$ cat src/rtl/arm_instr_encoder_loader.sv
// Encodes decoded ARM instruction fields into 32-bit machine words and streams them into instruction memory.
// Define ENC_NOP_PAD_EN to append NOP_PAD drain NOPs after the last instruction of every program.
module arm_instr_encoder_loader #(
    parameter int unsigned ADDR_W  = 6,
    parameter int unsigned NOP_PAD = 4
) (
    input  logic              clk,
    input  logic              reset,
    input  logic              start,
    input  logic [ADDR_W-1:0] base_addr,
    input  logic              in_valid,
    output logic              in_ready,
    input  logic              in_last,
    input  logic [2:0]        in_cls,
    input  logic [3:0]        in_cond,
    input  logic [2:0]        in_alu,
    input  logic              in_s,
    input  logic [3:0]        in_rd,
    input  logic [3:0]        in_rn,
    input  logic [3:0]        in_rm,
    input  logic [23:0]       in_imm,
    output logic              imem_we,
    output logic [ADDR_W-1:0] imem_addr,
    output logic [31:0]       imem_wd,
    output logic              busy,
    output logic              done,
    output logic              err,
    output logic [ADDR_W:0]   count
);

    localparam int unsigned CNT_W = ADDR_W + 1;
    // pad_cnt also marks the single drain cycle after the last beat when no NOPs follow
    localparam int unsigned PAD_W = $clog2(NOP_PAD + 2);
    localparam logic [31:0] NOP_WORD = 32'hE320F000;

    typedef enum logic [1:0] {IDLE, LOAD, PAD, DONE} state_t;

    state_t            state;
    logic [ADDR_W-1:0] addr;
    logic [PAD_W-1:0]  pad_cnt;
    logic [3:0]        cmd;
    logic              alu_ok;
    logic [31:0]       beat_word;
    logic              beat_legal;
    logic              beat_fire;
    logic              pad_fire;
    logic              wr_fire;
    logic [31:0]       wr_word;

    // Inverse of the control decoder: class/ALU op back to instruction bits
    always_comb begin
        cmd        = 4'b0000;
        alu_ok     = (in_alu <= 3'd4);
        beat_word  = 32'h0;
        beat_legal = 1'b1;
        case (in_alu)
            3'b000:  cmd = 4'b0100;
            3'b001:  cmd = 4'b0010;
            3'b010:  cmd = 4'b0000;
            3'b011:  cmd = 4'b1100;
            3'b100:  cmd = 4'b1101;
            default: cmd = 4'b0000;
        endcase
        case (in_cls)
            3'b000: begin
                beat_legal = alu_ok;
                beat_word  = {in_cond, 2'b00, 1'b0, cmd, in_s, in_rn, in_rd,
                              in_imm[4:0], 3'b000, in_rm};
            end
            3'b001: begin
                beat_legal = alu_ok;
                beat_word  = {in_cond, 2'b00, 1'b1, cmd, in_s, in_rn, in_rd, in_imm[11:0]};
            end
            3'b010, 3'b011:
                beat_word = {in_cond, 2'b01, 5'b01100, ~in_cls[0], in_rn, in_rd, in_imm[11:0]};
            3'b100, 3'b101:
                beat_word = {in_cond, 3'b101, in_cls[0], in_imm};
            3'b110:
                beat_word = {in_cond, 28'h320F000};
            default:
                beat_legal = 1'b0;
        endcase
    end

    always_comb begin
        beat_fire = (state == LOAD) && in_ready && in_valid;
`ifdef ENC_NOP_PAD_EN
        pad_fire  = (state == PAD) && (pad_cnt < PAD_W'(NOP_PAD));
`else
        pad_fire  = 1'b0;
`endif
        wr_fire   = (beat_fire && beat_legal) || pad_fire;
        wr_word   = pad_fire ? NOP_WORD : beat_word;
    end

    always_ff @(posedge clk or posedge reset) begin
        if (reset) begin
            state     <= IDLE;
            addr      <= '0;
            pad_cnt   <= '0;
            in_ready  <= 1'b0;
            imem_we   <= 1'b0;
            imem_addr <= '0;
            imem_wd   <= 32'h0;
            busy      <= 1'b0;
            done      <= 1'b0;
            err       <= 1'b0;
            count     <= '0;
        end else begin
            imem_we <= 1'b0;
            // Write port: shared by accepted beats and drain NOPs; wrap past the top is flagged
            if (wr_fire) begin
                imem_we   <= 1'b1;
                imem_wd   <= wr_word;
                imem_addr <= addr;
                addr      <= addr + ADDR_W'(1);
                count     <= count + CNT_W'(1);
                if (&addr) err <= 1'b1;
            end
            case (state)
                IDLE, DONE: begin
                    if (start) begin
                        state    <= LOAD;
                        addr     <= base_addr;
                        count    <= '0;
                        err      <= 1'b0;
                        pad_cnt  <= '0;
                        in_ready <= 1'b1;
                        busy     <= 1'b1;
                        done     <= 1'b0;
                    end
                end
                LOAD: begin
                    if (pad_cnt != '0) begin
                        state <= DONE;
                        done  <= 1'b1;
                        busy  <= 1'b0;
                    end else if (beat_fire) begin
                        if (!beat_legal) err <= 1'b1;
                        if (in_last) begin
                            in_ready <= 1'b0;
`ifdef ENC_NOP_PAD_EN
                            if (NOP_PAD != 0) state <= PAD;
                            else pad_cnt <= PAD_W'(1);
`else
                            pad_cnt <= PAD_W'(1);
`endif
                        end
                    end
                end
`ifdef ENC_NOP_PAD_EN
                PAD: begin
                    if (pad_fire) begin
                        pad_cnt <= pad_cnt + PAD_W'(1);
                    end else begin
                        state <= DONE;
                        done  <= 1'b1;
                        busy  <= 1'b0;
                    end
                end
`endif
                default: state <= IDLE;
            endcase
        end
    end

endmodule
$ cat config.mk
export PLATFORM = sky130hd
export DESIGN_NAME = arm_instr_encoder_loader
export DESIGN_NICKNAME = d
export VERILOG_FILES = /design/src/rtl/arm_instr_encoder_loader.sv
export SDC_FILE = /design/constraint.sdc
export NUM_CORES = 1
export LEC_CHECK = 0
export ABC_AREA = 1
export BUFFER_PORTS_ARGS = -buffer_cell sky130_fd_sc_hd__buf_2
export CORE_MARGIN = 2
export CORE_UTILIZATION = 40
export CTS_CLUSTER_DIAMETER = 40
export DETAILED_ROUTE_END_ITERATION = 10
export PLACE_DENSITY = 0.77
export SLEW_MARGIN = 5
export SYNTH_ARGS = -nofsm -noshare
export SYNTH_HDL_FRONTEND = slang
export SYNTH_SLANG_ARGS = --single-unit
$ cat constraint.sdc
create_clock -name clk -period 4.34 [get_ports clk]
set_input_delay 0.217 -clock clk [delete_from_list [all_inputs] [get_ports clk]]
set_output_delay 0.217 -clock clk [all_outputs]
set_load 0.03 [all_outputs]
### After elaboration in Yosys (flattened, before gate mapping)

Cells that the tools add are included.

| word-level totals | value |
|---|---|
| bits in registers | 61 |
| output and inout bits | 50 |
| memory bits (read-only) | 0 |
| bits in latches | 0 |
| RAM bits | 0 |
| bits of input ports | 58 |
| memories kept | 0 |

| cells by class | value |
|---|---|
| shifts and indexed selects | 0 |
| mux-type cells | 35 |
| bitwise operators | 1 |
| $add $sub $neg | 2 |
| divide/modulo/power cells | 0 |
| eq/ne operators | 16 |
| multipliers | 0 |
| reduce and logical (&&, ||, !) cells | 17 |
| order comparisons | 1 |

Operators by type and width:

| kind | number |
|---|---|
| $pmux 32 s5 | 1 |
| $mux 7 | 3 |
| $mux 6 | 3 |
| $pmux 4 s4 | 1 |
| $mux 1 | 14 |
| $eq 3x3->1 const B | 4 |
| $mux 3 | 4 |
| $pmux 1 s2 | 5 |
| $eq 3x2->1 const B | 3 |
| $ne 2x2->1 const B | 4 |
| $reduce_or 2->1 | 4 |
| $add 7x1->7 const B | 1 |
| $add 6x1->6 const B | 1 |
| $eq 3x1->1 const B | 2 |
| $logic_not 3->1 | 2 |
| $pmux 3 s2 | 1 |
| $reduce_and 6->1 | 1 |
| $reduce_and 5->1 | 1 |
| $reduce_or 5->1 | 1 |
| $mux 2 | 2 |
| $pmux 2 s2 | 1 |
| $le 3x3->1 const B | 1 |
| $logic_and 1x1->1 | 3 |
| $reduce_and 3->1 | 1 |
| other kinds (8) | 8 |

### Longest topological paths before layout

| logic depth | value |
|---|---|
| word-level depth | 9 |
| gate-level depth with buffers | 10 |

### Least setup slack after synthesis

OpenSTA, ideal clock, no wires.

| timing | value |
|---|---|
| path kind | flip-flop to flip-flop |
| start | register state[1] |
| end | register count[2] |
| arrival time | 1407 ps |
| buffers on the path | 1 |
| cell stages (with the launch flop) | 11 |
| slack | 2810 ps |
| setup time | 123 ps |
| clock period less this slack | 1530 ps |
| required time | 4217 ps |
| cells stage by stage | dfrtp_1 > inv_1 > ha_1 > nand3_2 > inv_1 > nand2_4 > nor2_8 > buf_6 > nand3_1 > nand2_1 > nor2_1 |

| between the ends | value |
|---|---|
| word-level cells in the longest chain between the ends | 7 |
| elaborated cells on any way between the ends | 10 |

Ends and longest elaborated chain:

| what | RTL line | source |
|---|---|---|
| from (decl) | 38 | `state_t state;` |
| from (signal assigned) | 98 | `state <= IDLE;` |
| from (signal assigned) | 123 | `state <= LOAD;` |
| from (signal assigned) | 135 | `state <= DONE;` |
| $eq 2x1->1 | 86 | `beat_fire = (state == LOAD) && in_ready && in_valid;` |
| $logic_and 1x1->1 (2 in a row) | 86 |  |
| $logic_and 1x1->1 | 92 | `wr_fire = (beat_fire && beat_legal) \|\| pad_fire;` |
| $mux 7 | 112 | `if (wr_fire) begin` |
| $mux 7 | 122 | `if (start) begin` |
| $mux 7 * | 120 | `case (state)` |
| to (signal assigned) | 117 | `count <= count + CNT_W'(1);` |
| to (decl) | 28 | `output logic [ADDR_W:0] count` |

Every way passes the cells marked *; elsewhere a longest branch is shown, timed or not.
A chain may end at the register's enable or synchronous reset.

### Final worst setup path

| timing | value |
|---|---|
| start | register state[1] |
| end | register count[5] |

The elaborated chain is that of the path after synthesis.

==> results.ini <==
[detailed_routing]
drt-initial-drc-count=172
wl_met2_um=3310
dr.pass1.iters=4
ant_nets=0
viasPerCell=4.76
vias=2767
met1Wirelength_um=3320
wl_per_cell_um=12.4
highest_layer=met4
finalWirelength_um=7200
wl_met3_um=418
drcViolationCount=0

[layout]
drive_above_1_share_pct=28.8
diodes=0
regArea_mm2=0.00148
final_cell_area_mm2=0.00374
fin_cells=581
final_nets=541
num-fill-cells=731
syn2layout_area_growth_pct=25.1
multi_input_area_mm2=0.00129

[clock_tree]
clkSinkCount=59
clockBufferDepth=2
htree_levels=3
clk_pin_slew_ns=0.06
cts_tree=built
cts_hold_buffers=0
clockRootBuffer=clkbuf_8
clk_latency_ns=0.33
cts_buffers=9
post-cts-setup-buffers=0
post_cts_resized=0

[synthesis]
syn-num-nets=436
synth-async-reset-ratio_pct=100
syn_area_mm2=0.00299
ys_types=32
synth_edf_count=0
synthFlopType=dfrtp_1
synth_area_leader_cell=dfrtp_1
synth_area_per_cell_um2=8.02
synth_most_common_cell=nand2_1
synth_area_leaders=dfrtp_1 (49%), nand2_1 (18%), nand3_1 (4.2%), nor2_1 (3.5%), inv_1 (3.1%)
yosys_warnings=0
synth.top_cell.area_share_pct=49.4
synthCells=373
ys_seq_area_share_pct=49.4
synthTopCellsByCount=nand2_1 (144), dfrtp_1 (59), nor2_1 (28), inv_1 (25), nand3_1 (25)
ys_ff_latch=59

[global_routing]
grt_pass1_wl_um=12400
grt_overflow=0
antenna_found_initial=0
grt.total_usage_pct=18.6
first_global_vias=2723
grt_start_max_net_pins=60

[place]
dp_hpwl_um=5070
pre_cts_slack_ns=2.09
placed_area_mm2=0.00354
io_buffer_count=107
dp_cells=566
place_congestion=0.762

[critical_path]
cp.required_ns=4.56
startpoint_type=register
endpoint_kind=register
cp_max_fo=57
critPathArrivalTime_ns=2.50
path_class=register to register

[sta]
rsz0062_at_grt=false
fmax_mhz=439
finalSetupViolCount=0
slew_headroom_pct=32.1
post-route-period-util_pct=52.5
hold_viol_final=0
worst_slack_ns=2.06
worst_pin_slew_ns=1.01
finalCriticalPeriod_ns=2.28
slew_viol_final=0
fin_skew_ns=0.00742
setup-tns-final_ns=0

[floorplanning]
fp.dieArea_mm2=0.00818
start_util_pct=41.2
dieWidth_um=90.5
core_mm2=0.00725
num_io_pins=108
die_h_um=90.5
fp-row-count=31

[power]
p_int_mw=1.49
pwr-share-comb_pct=47.3
power_leakage_nw=2.09
p_sw_mw=1.28
swShare_pct=46.2
power_frac_seq_pct=35.2
pwr-share-clk_pct=17.5
peakVddDrop_uv=328
power_density_mw_per_mm2=741

[run]
drv_cap=0

[worst_hold_path]
min_path_type=primary input to register

[outcome]
outcome=completed

## critical path, stage by stage (launching register included)
cell	delay, ns
dfrtp_1	0.38
inv_1	0.10
ha_1	0.23
nand3_2	0.14
a21oi_4	0.15
nand2_2	0.58
nor2_1	0.37
nand2_1	0.09
nand2_1	0.07
nor2_1	0.05
## metal layers
layer	vias to the layer above	global-route usage, %
li1	1401	-
met1	1268	24.9
met2	87	28.9
met3	11	3.92
met4	0	8.72
met5	-	0
## power by group through the flow
| stage | Combinational, mW | Clock, mW | Sequential (mW) |
|---|---|---|---|
| final | 1.31 | 0.486 | 0.974 |
| after global routing | 1.45 | 0.527 | 1.01 |
| after CTS | 1.32 | 0.499 | 0.973 |
| after detailed placement | 1.32 | 0 | 0.977 |
| after global placement | 1.29 | 0 | 0.969 |
| after floorplan | 0.560 | 0 | 1.38 |
## cell families (layout without fill, tap and decap cells)
group,after synthesis,count (layout),share of synthesized area (%)
adders and majority gates,5,5,2.09
and+or+nand+nor,212,212,30.0
xor gates and xnor gates,5,5,1.46
AOI/OAI and AO/OA,48,48,9.50
buffers and inverters,44,153,7.61
DFF,59,59,49.4
## state kept, by name, indices dropped and copies added, names as in the netlist
register,count
pad_cnt,1
imem_wd,32
addr,6
count,7
imem_addr,6
in_ready,1
err,1
busy,1
imem_we,1
done,1
state,2
## metrics by stage
stage / hold WS, ns / power, mW / utilization [%]
after floorplan: 0.303 / 1.94 / -
after global placement: 0.411 / 2.26 / 48.8
after detailed placement: 0.413 / 2.30 / 48.8
after CTS: 0.0632 / 2.80 / 51.6
after global routing: 0.0915 / 2.99 / 51.6
final: 0.0758 / 2.77 / 51.6
## worst paths after layout
check,to,slack [ns],depth (start not counted),from
worst max-delay path,count[5]$_DFF_PP0_,2.06,9,state[1]$_DFFE_PP0P_
worst min-delay path,imem_wd[31]$_DFFE_PP0N_,0.08,3,in_cond[3]
worst max register to register,count[5]$_DFF_PP0_,2.06,9,state[1]$_DFFE_PP0P_
worst min register to register,imem_addr[3]$_DFFE_PP0N_,0.47,2,imem_addr[3]$_DFFE_PP0N_
max in group asynchronous,addr[3]$_DFF_PP0_,3.78,3,reset
min in group asynchronous,imem_wd[12]$_DFFE_PP0N_,0.09,3,reset
## final cells by class
type / count / area share [%]
clock buffers: 14 / 5.15
clock inverters: 1 / 0.134
inverters: 30 / 3.01
multi-input cells: 270 / 34.4
flip-flops and latches: 59 / 39.5
well taps: 99 / 3.31
repair buffers: 108 / 14.5
## layout by cell type, fill, tap and decap left out
cell type,n
nand2_1,144
buf_2,107
dfrtp_1,59
nor2_1,28
nand3_1,25
inv_1,24
a21oi_1,14
clkbuf_8,14
o21ai_1,12
a31oi_1,6
inv_2,5
o21ai_0,5
ha_1,5
a22oi_1,4
xor2_1,4
nand2_2,3
nand4_1,3
o31ai_1,3
nand3_2,2
or2_2,2
nand2_4,1
nor2_4,1
nor2_8,1
a21oi_4,1
clkinv_1,1
nor3_1,1
nand3b_1,1
xnor2_1,1
o21bai_1,1
o21a_1,1
o211ai_1,1
clkinv_2,1
buf_4,1
Note: power is estimated with default switching activity, not from simulation.
